`src/rtl/mux_wreg_pipe.sv`:
```
// Write-register selector with a DEPTH-stage write-back delay line and
// read-after-write stall detection against every in-flight destination.
module mux_wreg_pipe #(
  parameter int ADDR_W = 5,
  parameter int DEPTH  = 3,
  parameter int SP_IDX = 29,
  parameter int RA_IDX = 31
) (
  input  logic                           clk,
  input  logic                           reset,
  input  logic                           in_valid,
  input  logic [1:0]                     sel,
  input  logic [ADDR_W-1:0]              rt,
  input  logic [ADDR_W-1:0]              rd,
  input  logic                           wr_en_in,
  input  logic [ADDR_W-1:0]              src_a,
  input  logic [ADDR_W-1:0]              src_b,
  input  logic                           flush,
  output logic                           in_ready,
  output logic                           stall,
  output logic                           out_valid,
  output logic [ADDR_W-1:0]              out_addr,
  output logic                           out_wr_en,
  output logic [$clog2(DEPTH+1)-1:0]     pending_cnt
);

  localparam int CNT_W = $clog2(DEPTH + 1);

  logic [DEPTH-1:0]  valid_r;
  logic [DEPTH-1:0]  wren_r;
  logic [ADDR_W-1:0] addr_r [DEPTH];
  logic [CNT_W-1:0]  cnt_r;

  logic [DEPTH-1:0]  valid_nx_s;
  logic [DEPTH-1:0]  wren_nx_s;
  logic [ADDR_W-1:0] addr_nx_s [DEPTH];
  logic [CNT_W-1:0]  cnt_nx_s;
  logic [ADDR_W-1:0] dest_s;
  logic              stall_s;
  logic              accept_s;

  // Destination index decode
  always_comb begin
    dest_s = rt;
    case (sel)
      2'b00:   dest_s = rt;
      2'b01:   dest_s = ADDR_W'(SP_IDX);
      2'b10:   dest_s = ADDR_W'(RA_IDX);
      2'b11:   dest_s = rd;
      default: dest_s = rt;
    endcase
  end

  // RAW hazard: any pending non-zero write matching either source
  always_comb begin
    stall_s = 1'b0;
    for (int i = 0; i < DEPTH; i++) begin
      stall_s = stall_s | (valid_r[i] & wren_r[i] &
                           (addr_r[i] != {ADDR_W{1'b0}}) &
                           ((addr_r[i] == src_a) | (addr_r[i] == src_b)));
    end
  end

  // Next delay-line contents and occupancy
  always_comb begin
    accept_s   = in_valid & ~stall_s & ~flush;
    valid_nx_s = {DEPTH{1'b0}};
    wren_nx_s  = {DEPTH{1'b0}};
    for (int i = 0; i < DEPTH; i++) begin
      addr_nx_s[i] = {ADDR_W{1'b0}};
    end
    if (flush) begin
      valid_nx_s = {DEPTH{1'b0}};
    end else begin
      // Stage 0 takes the new entry or a bubble; zero-register writes are dropped
      valid_nx_s[0] = accept_s;
      addr_nx_s[0]  = accept_s ? dest_s : {ADDR_W{1'b0}};
      wren_nx_s[0]  = accept_s & wr_en_in & (dest_s != {ADDR_W{1'b0}});
      for (int i = 1; i < DEPTH; i++) begin
        valid_nx_s[i] = valid_r[i-1];
        addr_nx_s[i]  = addr_r[i-1];
        wren_nx_s[i]  = wren_r[i-1];
      end
    end
    cnt_nx_s = {CNT_W{1'b0}};
    for (int i = 0; i < DEPTH; i++) begin
      cnt_nx_s = cnt_nx_s + CNT_W'(valid_nx_s[i]);
    end
  end

  // Stage registers with synchronous active-low reset
  always_ff @(posedge clk) begin
    if (!reset) begin
      valid_r <= {DEPTH{1'b0}};
      wren_r  <= {DEPTH{1'b0}};
      cnt_r   <= {CNT_W{1'b0}};
      for (int i = 0; i < DEPTH; i++) begin
        addr_r[i] <= {ADDR_W{1'b0}};
      end
    end else begin
      valid_r <= valid_nx_s;
      wren_r  <= wren_nx_s;
      cnt_r   <= cnt_nx_s;
      for (int i = 0; i < DEPTH; i++) begin
        addr_r[i] <= addr_nx_s[i];
      end
    end
  end

  assign out_valid   = valid_r[DEPTH-1];
  assign out_addr    = addr_r[DEPTH-1];
  assign out_wr_en   = valid_r[DEPTH-1] & wren_r[DEPTH-1];
  assign stall       = stall_s;
  assign in_ready    = ~stall_s;
  assign pending_cnt = cnt_r;

endmodule

```
`config.mk`:
```
export PLATFORM = sky130hd
export DESIGN_NAME = mux_wreg_pipe
export DESIGN_NICKNAME = d
export VERILOG_FILES = /design/src/rtl/mux_wreg_pipe.sv
export SDC_FILE = /design/constraint.sdc
export NUM_CORES = 1
export LEC_CHECK = 0
export ABC_CLOCK_PERIOD_IN_PS = 2370
export BUFFER_PORTS_ARGS = -buffer_cell sky130_fd_sc_hd__buf_2
export CORE_MARGIN = 5
export CORE_UTILIZATION = 45
export CTS_CLUSTER_DIAMETER = 40
export DETAILED_ROUTE_END_ITERATION = 16
export PLACE_DENSITY = 0.74
export SLEW_MARGIN = 20
export SYNTH_ARGS = -nofsm -noshare
export SYNTH_HDL_FRONTEND = slang
export SYNTH_SLANG_ARGS = --single-unit
```
`constraint.sdc`:
```
create_clock -name clk -period 2.37 [get_ports clk]
set_input_delay 0.1185 -clock clk [delete_from_list [all_inputs] [get_ports clk]]
set_output_delay 0.1185 -clock clk [all_outputs]
set_load 0.03 [all_outputs]
```
* After elaboration in Yosys (flattened, before gate mapping)
Memories as Yosys holds them, arrays and structs flattened.
Index checks and enable logic that the tools add are counted.
** Operators by class
- Bitwise gates (word level) :: 24
- Reduce and logical (&&, ||, !) cells :: 6
- Multiplexer cells :: 9
- Equality and inequality tests :: 9
- Add/subtract/negate cells :: 2
** Operators by type and width (count)
- $eq 5x5->1 :: 6
- $mux 5 :: 4
- $pmux 5 s4 :: 1
- $reduce_bool 5->1 :: 4
- $mux 15 :: 1
- $and 1x1->1 :: 13
- $or 1x1->1 :: 8
- $eq 2x2->1 const B :: 2
- $mux 3 :: 1
- $not 1->1 :: 3
- $add 1x1->2 :: 1
- $add 2x1->2 :: 1
- $eq 2x1->1 const B :: 1
- $logic_not 2->1 :: 1
- $mux 1 :: 2
- $reduce_or 2->1 :: 1
** Word-level totals
- Logic and storage cells :: 54
- Flip-flop bits (word level) :: 8
- Output and inout port bits :: 11
- RAM bits :: 15
- Bits of input ports :: 27
- Memories :: 1
** Memories
- addr_r :: words 3, bits a word 5, rd ports 3, clocked after memory_dff 0, wr ports 3, line 31 : logic [ADDR_W-1:0] addr_r [DEPTH];

* Depth between registers and ports, before layout
Gate-level depths: netlist (run 1).
- Depth in word-level cells :: 11
- Depth in mapped cells :: 8
- Mapped depth without buffers :: 7

* Worst setup path after synthesis (run 1)
No wires, ideal clock.
- Path kind :: reg2reg
- From :: memory addr_r[2][1] (netlist: addr_r[0][11])
- To :: register cnt_r[0] (netlist: pending_cnt[0])
- Arrival time :: 2247 ps
- Path buffers :: 1
- Data required time :: 2255 ps
- Cell stages (with the launch flop) :: 8
- Slack :: 8 ps
- Cells stage by stage :: dfxtp_1 -> or4_1 -> o21a_1 -> a222oi_1 -> buf_4 -> and3b_1 -> fa_1 -> and2_1
** RTL lines
- from (decl) :: line 31
- to (signal assigned) :: line 96 : cnt_r <= {CNT_W{1'b0}};
- to (signal assigned) :: line 103 : cnt_r <= cnt_nx_s;
- to (decl) :: line 32 : logic [CNT_W-1:0] cnt_r;

==> results of run 1 <==
state kept, by name, summed over array words and instances (netlist names):
name and flops:
addr_r 15, valid_r 3, wren_r 3, pending_cnt 2
per-layer routing:
| layer | wire, um | up-vias | share of wire (%) | track usage, % |
|---|---|---|---|---|
| li1 | - | 510 | - | - |
| met1 | 1127 | 472 | 41 | 15.50 |
| met2 | 1388 | 47 | 50 | 26.04 |
| met3 | 221 | 2 | 8.0 | 3.423 |
| met4 | 29 | 0 | 1.0 | 7.317 |
| met5 | 0 | - | 0 | 0 |
cells by family after synthesis:
group | count (synthesis)
buf+inv | 11
compound gates | 15
flops | 23
xor+xnor | 30
fa+ha+maj | 1
simple gates | 50
power breakdown:
part	switching [uW]	internal, uW
Combinational	54.0	58.6
Sequential	6.87	394
Clock	112	63.2
worst min-delay path by stage:
stage / from / end / slack [ns] / cells past startpoint
floorplan: reset / pending_cnt[0] / 0.24 / 1
global placement: reset / pending_cnt[0] / 0.36 / 2
detailed placement: reset / pending_cnt[1] / 0.36 / 2
CTS: reset / pending_cnt[1] / 0.04 / 2
global route: reset / pending_cnt[1] / 0.04 / 2
finish: reset / pending_cnt[1] / 0.04 / 2
stage by stage:
| stage | TNS [ns] | instance area (sq um) | power, uW |
|---|---|---|---|
| final | 0 | 1480 | 688.6 |
| after global routing | -0.04738 | 1480 | 719.3 |
| after CTS | 0 | 1466 | 693.6 |
| after detailed placement | 0 | 1431 | 522.0 |
| after global placement | 0 | 1431 | 515.8 |
| after floorplan | 0 | 1222 | 473.4 |
what timing repair did:
action | in CTS | in global routing
setup endpoints to repair | 1 | 3
gates resized for setup | 0 | 8
pin swaps | 1 | 6
buffers inserted | 1 | 0
hold buffers | 0 | 0
cell usage in the layout, fill, tap and decap left out, types with 2 or more instances in the layout:
cell type   n
and3_2      5
dfxtp_1    20
nand3_1     6
inv_1       3
or3_1       2
a21oi_1     2
and2_1     16
o22ai_1     3
and2_2      2
nor2b_1     3
dfxtp_2     3
nand2_1     7
clkbuf_4    4
xnor2_1    30
o22a_1      4
buf_4       7
o311a_1     2
nor3_1      4
buf_2      35
final cells by class:
type | instances | area [sq um] | share of cell area [%]
Clock buffer | 3 | 22.52 | 1.522
Timing Repair Buffer | 43 | 235.2 | 15.89
Inverter | 3 | 11.26 | 0.7608
Clock inverter | 1 | 5.005 | 0.3381
Multi-Input combinational cell | 96 | 703.2 | 47.51
Sequential cell | 23 | 464.2 | 31.36
Tap cell | 31 | 38.79 | 2.620
worst max-delay path, cell delays in order (launching register included):
cell,delay (ns)
dfxtp_2,0.34
or4_4,0.53
o21a_1,0.20
a222oi_1,0.31
buf_4,0.18
and3b_2,0.18
fa_1,0.39
and2_1,0.14
==> impl_results.md, run 1 <==
* RSZ-0062 raised after global routing: true
* RR Startpoint: addr_r[0][13]
* Post-Synthesis Cell Area at 1222 sq um
* Drt pass-1 iters at 5
* WHS at 0.03980 ns
* Synth top area share at 37.67%
* R2R cell count at 7
* Setup violators final at 0
* Layout cells sized above 1 at 35.50%
* Final Hold Viols at 0
* Worst setup path startpoint: addr_r[0][13]
* Fill cells at 260
* Crit path max fanout at 2
* Core area at 2686 sq um
* Setup crit end: pending_cnt[0]
* Post-route DRC at 0
* Post-detail-place hpwl at 2.283 mm
* Initial antenna violation count at 0
* Synthesis Warnings at 0
* Largest family of logic cells by synthesized area: simple AND/OR/NAND/NOR gates
* All-layer global routing usage at 14.49%
* Number of synthesized flops with an enable pin at 0
* ANT cells at 0
* Wire per inst at 13.83 um
* Clock Sinks at 23
* CTS root buffer: clkbuf_4
* Post-synthesis sequential area ratio at 37.67%
* R2R Setup Slk at 0.007 ns
* Main synth FF type: dfxtp_1
* DR vias at 1,031
* Io pins at 38
* Die X-Extent at 62.12 um
* Power Density at 465.2 nW/um^2
* Slew headroom at 55.94%
* Clk pin slew, worst setup/hold paths at 0.11 ns
* Area delta synth->final at 21.09%
* Worst Path Required at 2.59 ns
* Final Util at 55.10%
* Mean Syn Cell Area at 9.403 sq um
* Die height at 62.12 um
* Peak VDD IR at 0.2828 mV
* Max-cap violations at 0
* Register bit total from synthesis at 23
* Mux cell area share after synthesis at 0%
* TritonCTS clock tree: built
* Synth cell count leaders: xnor2_1, dfxtp_1, and2_1, nand2_1
* Final min period at 2.363 ns
* Overflow after GRT at 0
* Die area at 3859 sq um
* DR iter-0 viols at 33
* Ys async rst share at 0%
* Syn Nets at 158
* Vias in the first global route at 1,045
* Final Cycle Share at 99.71%
* FF-to-FF End: pending_cnt[0]
* Setup Slack @ Placement at 0.01038 ns
* Synth Area in Simple Gates at 24.16%
* Worst-margin pin slew at 0.6595 ns
* Area contributors post-synth: dfxtp_1, xnor2_1, and2_1, buf_4, and3_2
* CP Launch Type: register
* Num CTS Buffers at 3
* Pin count of the biggest net entering global routing at 15
* Synth Area in Adders at 1.638%
* Count leader, synth: xnor2_1
* First-pass GRT wire length at 4.540 mm
* Static leakage at 0.0006623 uW
* Initial Util at 45.51%
* Gate Count Post-Synth at 130
* Non-filler instance count after layout at 200
* Compound-cell area share of the yosys netlist at 9.826%
* Clock latency on the worst-skew pair at 0.31 ns
* Setup crit end kind: register
* Clock H-tree levels at 1
* GP Congestion at 0.9103
* Fin. max-slew vios at 0
* Final net count at 198
* Max Root-Sink Buffers at 2
* Critical path arrival at 2.58 ns
* Crit Path Category: register to register
* ANT nets after route at 0
* Row count at 19
* WL final at 2.766 mm
* Port Buffers at 37
* Clock skew at 0.004934 ns
* Xor/xnor share of the synthesized area at 21.49%
* Outcome: finished, final reports clean
* Synth cell types at 26
* # placed instances at 195
* Vias/cell at 5.155
* Leading area contributor after synthesis: dfxtp_1
* HP Class: input port to register
* Final WS setup at 0.006890 ns
* F_max at 0.4232 GHz
No activity file was read; power rests on OpenSTA's default activity.
==> inputs of run 2 (changes only) <==
==> config.mk (replaced) <==
export PLATFORM = sky130hd
export DESIGN_NAME = mux_wreg_pipe
export DESIGN_NICKNAME = d
export VERILOG_FILES = /design/src/rtl/mux_wreg_pipe.sv
export SDC_FILE = /design/constraint.sdc
export NUM_CORES = 1
export LEC_CHECK = 0
export ABC_CLOCK_PERIOD_IN_PS = 2100
export CORE_MARGIN = 5
export CORE_UTILIZATION = 45
export CTS_CLUSTER_DIAMETER = 40
export DETAILED_ROUTE_END_ITERATION = 16
export DONT_BUFFER_PORTS = 1
export SLEW_MARGIN = 20
export SYNTH_ARGS = -nofsm -noshare
export SYNTH_HDL_FRONTEND = slang
export SYNTH_SLANG_ARGS = --single-unit
==> constraint.sdc (replaced) <==
create_clock -name clk -period 2.1 [get_ports clk]
set_input_delay 0.105 -clock clk [delete_from_list [all_inputs] [get_ports clk]]
set_output_delay 0.105 -clock clk [all_outputs]
set_load 0.03 [all_outputs]
==> impl_results.md, run 2 (synthesis results as in run 1) <==
* R2R cell count at 7 (unchanged)
* Final min period at 2.325 ns (-0.03769 ns)
* Most frequent cells in the layout: xnor2_1, dfxtp_1, and2_1, buf_4, nand2_1
* Final Cycle Share at 110.7% (+11 points)
* Clk pin slew, worst setup/hold paths at 0.12 ns (about the same)
* R2R Setup Slk at -0.23 ns (-0.23 ns)
* First-pass GRT wire length at 4.174 mm (-8.1%)
* Power Density at 531.8 nW/um^2 (+14%)
* Final Util at 51.89% (-3.2 points)
* Final net count at 174 (-12%)
* Crit Path Category: register to register
* Port Buffers at 0 (-100%)
* Io pins at 38 (unchanged)
* Final WS setup at -0.2254 ns (-0.2323 ns)
* Hold Path Origin: rt[2]
* Die X-Extent at 62.12 um (unchanged)
* Post-route DRC at 0 (unchanged)
* RSZ-0062 raised after global routing: true
* Final Cell Area at 1394 sq um (-5.8%)
* FF-to-FF End: pending_cnt[0]
* Drt pass-1 iters at 4 (-1)
* Initial antenna violation count at 0 (unchanged)
* Outcome: complete, but fails checks
* HP Class: input port to register
* Layout cells sized above 1 at 22.07% (-13 points)
* Worst Path Required at 2.32 ns (-0.27 ns)
* Die area at 3859 sq um (unchanged)
* Placement Cell Area at 1330 sq um (-7.1%)
* CP Launch Type: register
* DR iter-0 viols at 26 (-21%)
* GP Congestion at 0.8545 (-6.1%)
* Vias/cell at 5.165 (+0.19%)
* Setup crit end kind: register
* Biggest regs: addr_r x15, valid_r x3, wren_r x3
* Clock H-tree levels at 1 (unchanged)
* DR vias at 909 (-12%)
* Worst setup path startpoint: addr_r[0][13]
* Critical path arrival at 2.54 ns (-0.04 ns)
* Failing checks: setup timing
* Area delta synth->final at 14.02%
* WL final at 2.504 mm (-9.5%)
* Static leakage at 0.0005701 uW (-14%)
* Peak VDD IR at 0.3176 mV (+12%)
* ANT nets after route at 0 (unchanged)
* Initial Util at 45.51% (unchanged)
* Slew headroom at 53.33% (-2.6 points)
* Worst Hold Path EP: addr_r[0][2]
* Largest register FFs at 15 (unchanged)
* Core area at 2686 sq um (unchanged)
* Vias in the first global route at 930 (-11%)
* Pin count of the biggest net entering global routing at 15 (unchanged)
* Final Hold Viols at 0 (unchanged)
* Top reg by flops: addr_r
* Fin. max-slew vios at 0 (unchanged)
* WHS Path Cells at 2 (unchanged)
* Max Root-Sink Buffers at 2 (unchanged)
* Die height at 62.12 um (unchanged)
* Overflow after GRT at 0 (unchanged)
* Num CTS Buffers at 3 (unchanged)
* Clock latency on the worst-skew pair at 0.30 ns (about the same)
* All-layer global routing usage at 13.19% (-1.3 points)
* Max-cap violations at 0 (unchanged)
* Row count at 19 (unchanged)
* Crit path max fanout at 2 (unchanged)
* Clock Sinks at 23 (unchanged)
* F_max at 0.4300 GHz (+1.6%)
* ANT cells at 0 (unchanged)
* Post-detail-place hpwl at 2.061 mm (-9.7%)
* TritonCTS clock tree: built
* Clock skew at 0.001059 ns (-0.003876 ns)
* CTS root buffer: clkbuf_4
* Setup violators final at 2 (+2)
* Worst-margin pin slew at 0.6986 ns (+0.03905 ns)
* Commonest non-fill, non-tap cell in the layout: xnor2_1
* Wire per inst at 14.23 um (+2.9%)
* RR Startpoint: addr_r[0][13]
## run 2: metal layers
metal | wire length [um] | global-route usage (%) | vias up
met5 | 0 | 0 | -
met4 | 38 | 6.504 | 0
met3 | 242 | 3.243 | 4
met2 | 1233 | 22.67 | 41
met1 | 990 | 14.98 | 399
li1 | - | - | 465
## run 2: timing repair
action	4_1_cts	5_1_grt
setup buffers	1	0
gates cloned	0	0
endpoints found under the setup margin	3	3
pin swaps	2	0
hold buffers	1	1
endpoints found under the hold margin	3	2
resized for setup	3	0
## run 2: worst max path at each step
stage	end	slack [ns]
4_1_cts	pending_cnt[0]	-0.18
2_1_floorplan	pending_cnt[0]	-0.22
6_report	pending_cnt[0]	-0.23
3_3_place_gp	pending_cnt[0]	-0.15
5_1_grt	pending_cnt[0]	-0.29
3_5_place_dp	pending_cnt[0]	-0.24
## run 2: worst max-delay path, stage by stage, from the launching register on
cell and delay (ns):
dfxtp_2 0.34, or4_4 0.52, o21a_1 0.19, a222oi_1 0.30, buf_4 0.19, and3b_1 0.17
fa_1 0.40, and2_1 0.14
## run 2: stage by stage
step                worst slack, ns  hold slack (ns)  TNS, ns  cells  power (uW)
floorplan                   -0.2200           0.2267  -0.2200    130       534.3
global placement            -0.1462           0.2299  -0.1462    169       548.2
detailed placement          -0.2403           0.2369  -0.2403    169       550.4
CTS                         -0.1844         -0.08735  -0.3530    175       744.7
global route                -0.2908          0.07014  -0.6229    176       776.7
finish                      -0.2254          0.07347  -0.4281    176       741.3
## run 2: power breakdown
part,internal (uW),switching (uW)
combinational,54.4,36.0
clock,71.1,126
sequential,445,8.70
## run 2: area by class of cell
cell class | instances | area [sq um]
fillers | 268 | 1292
multi-input cells | 96 | 701.9
flip-flops and latches | 23 | 462.9
repair buffers | 19 | 151.4
well taps | 31 | 38.79
clock buffers | 3 | 22.52
inverters | 3 | 11.26
clock inverters | 1 | 5.005
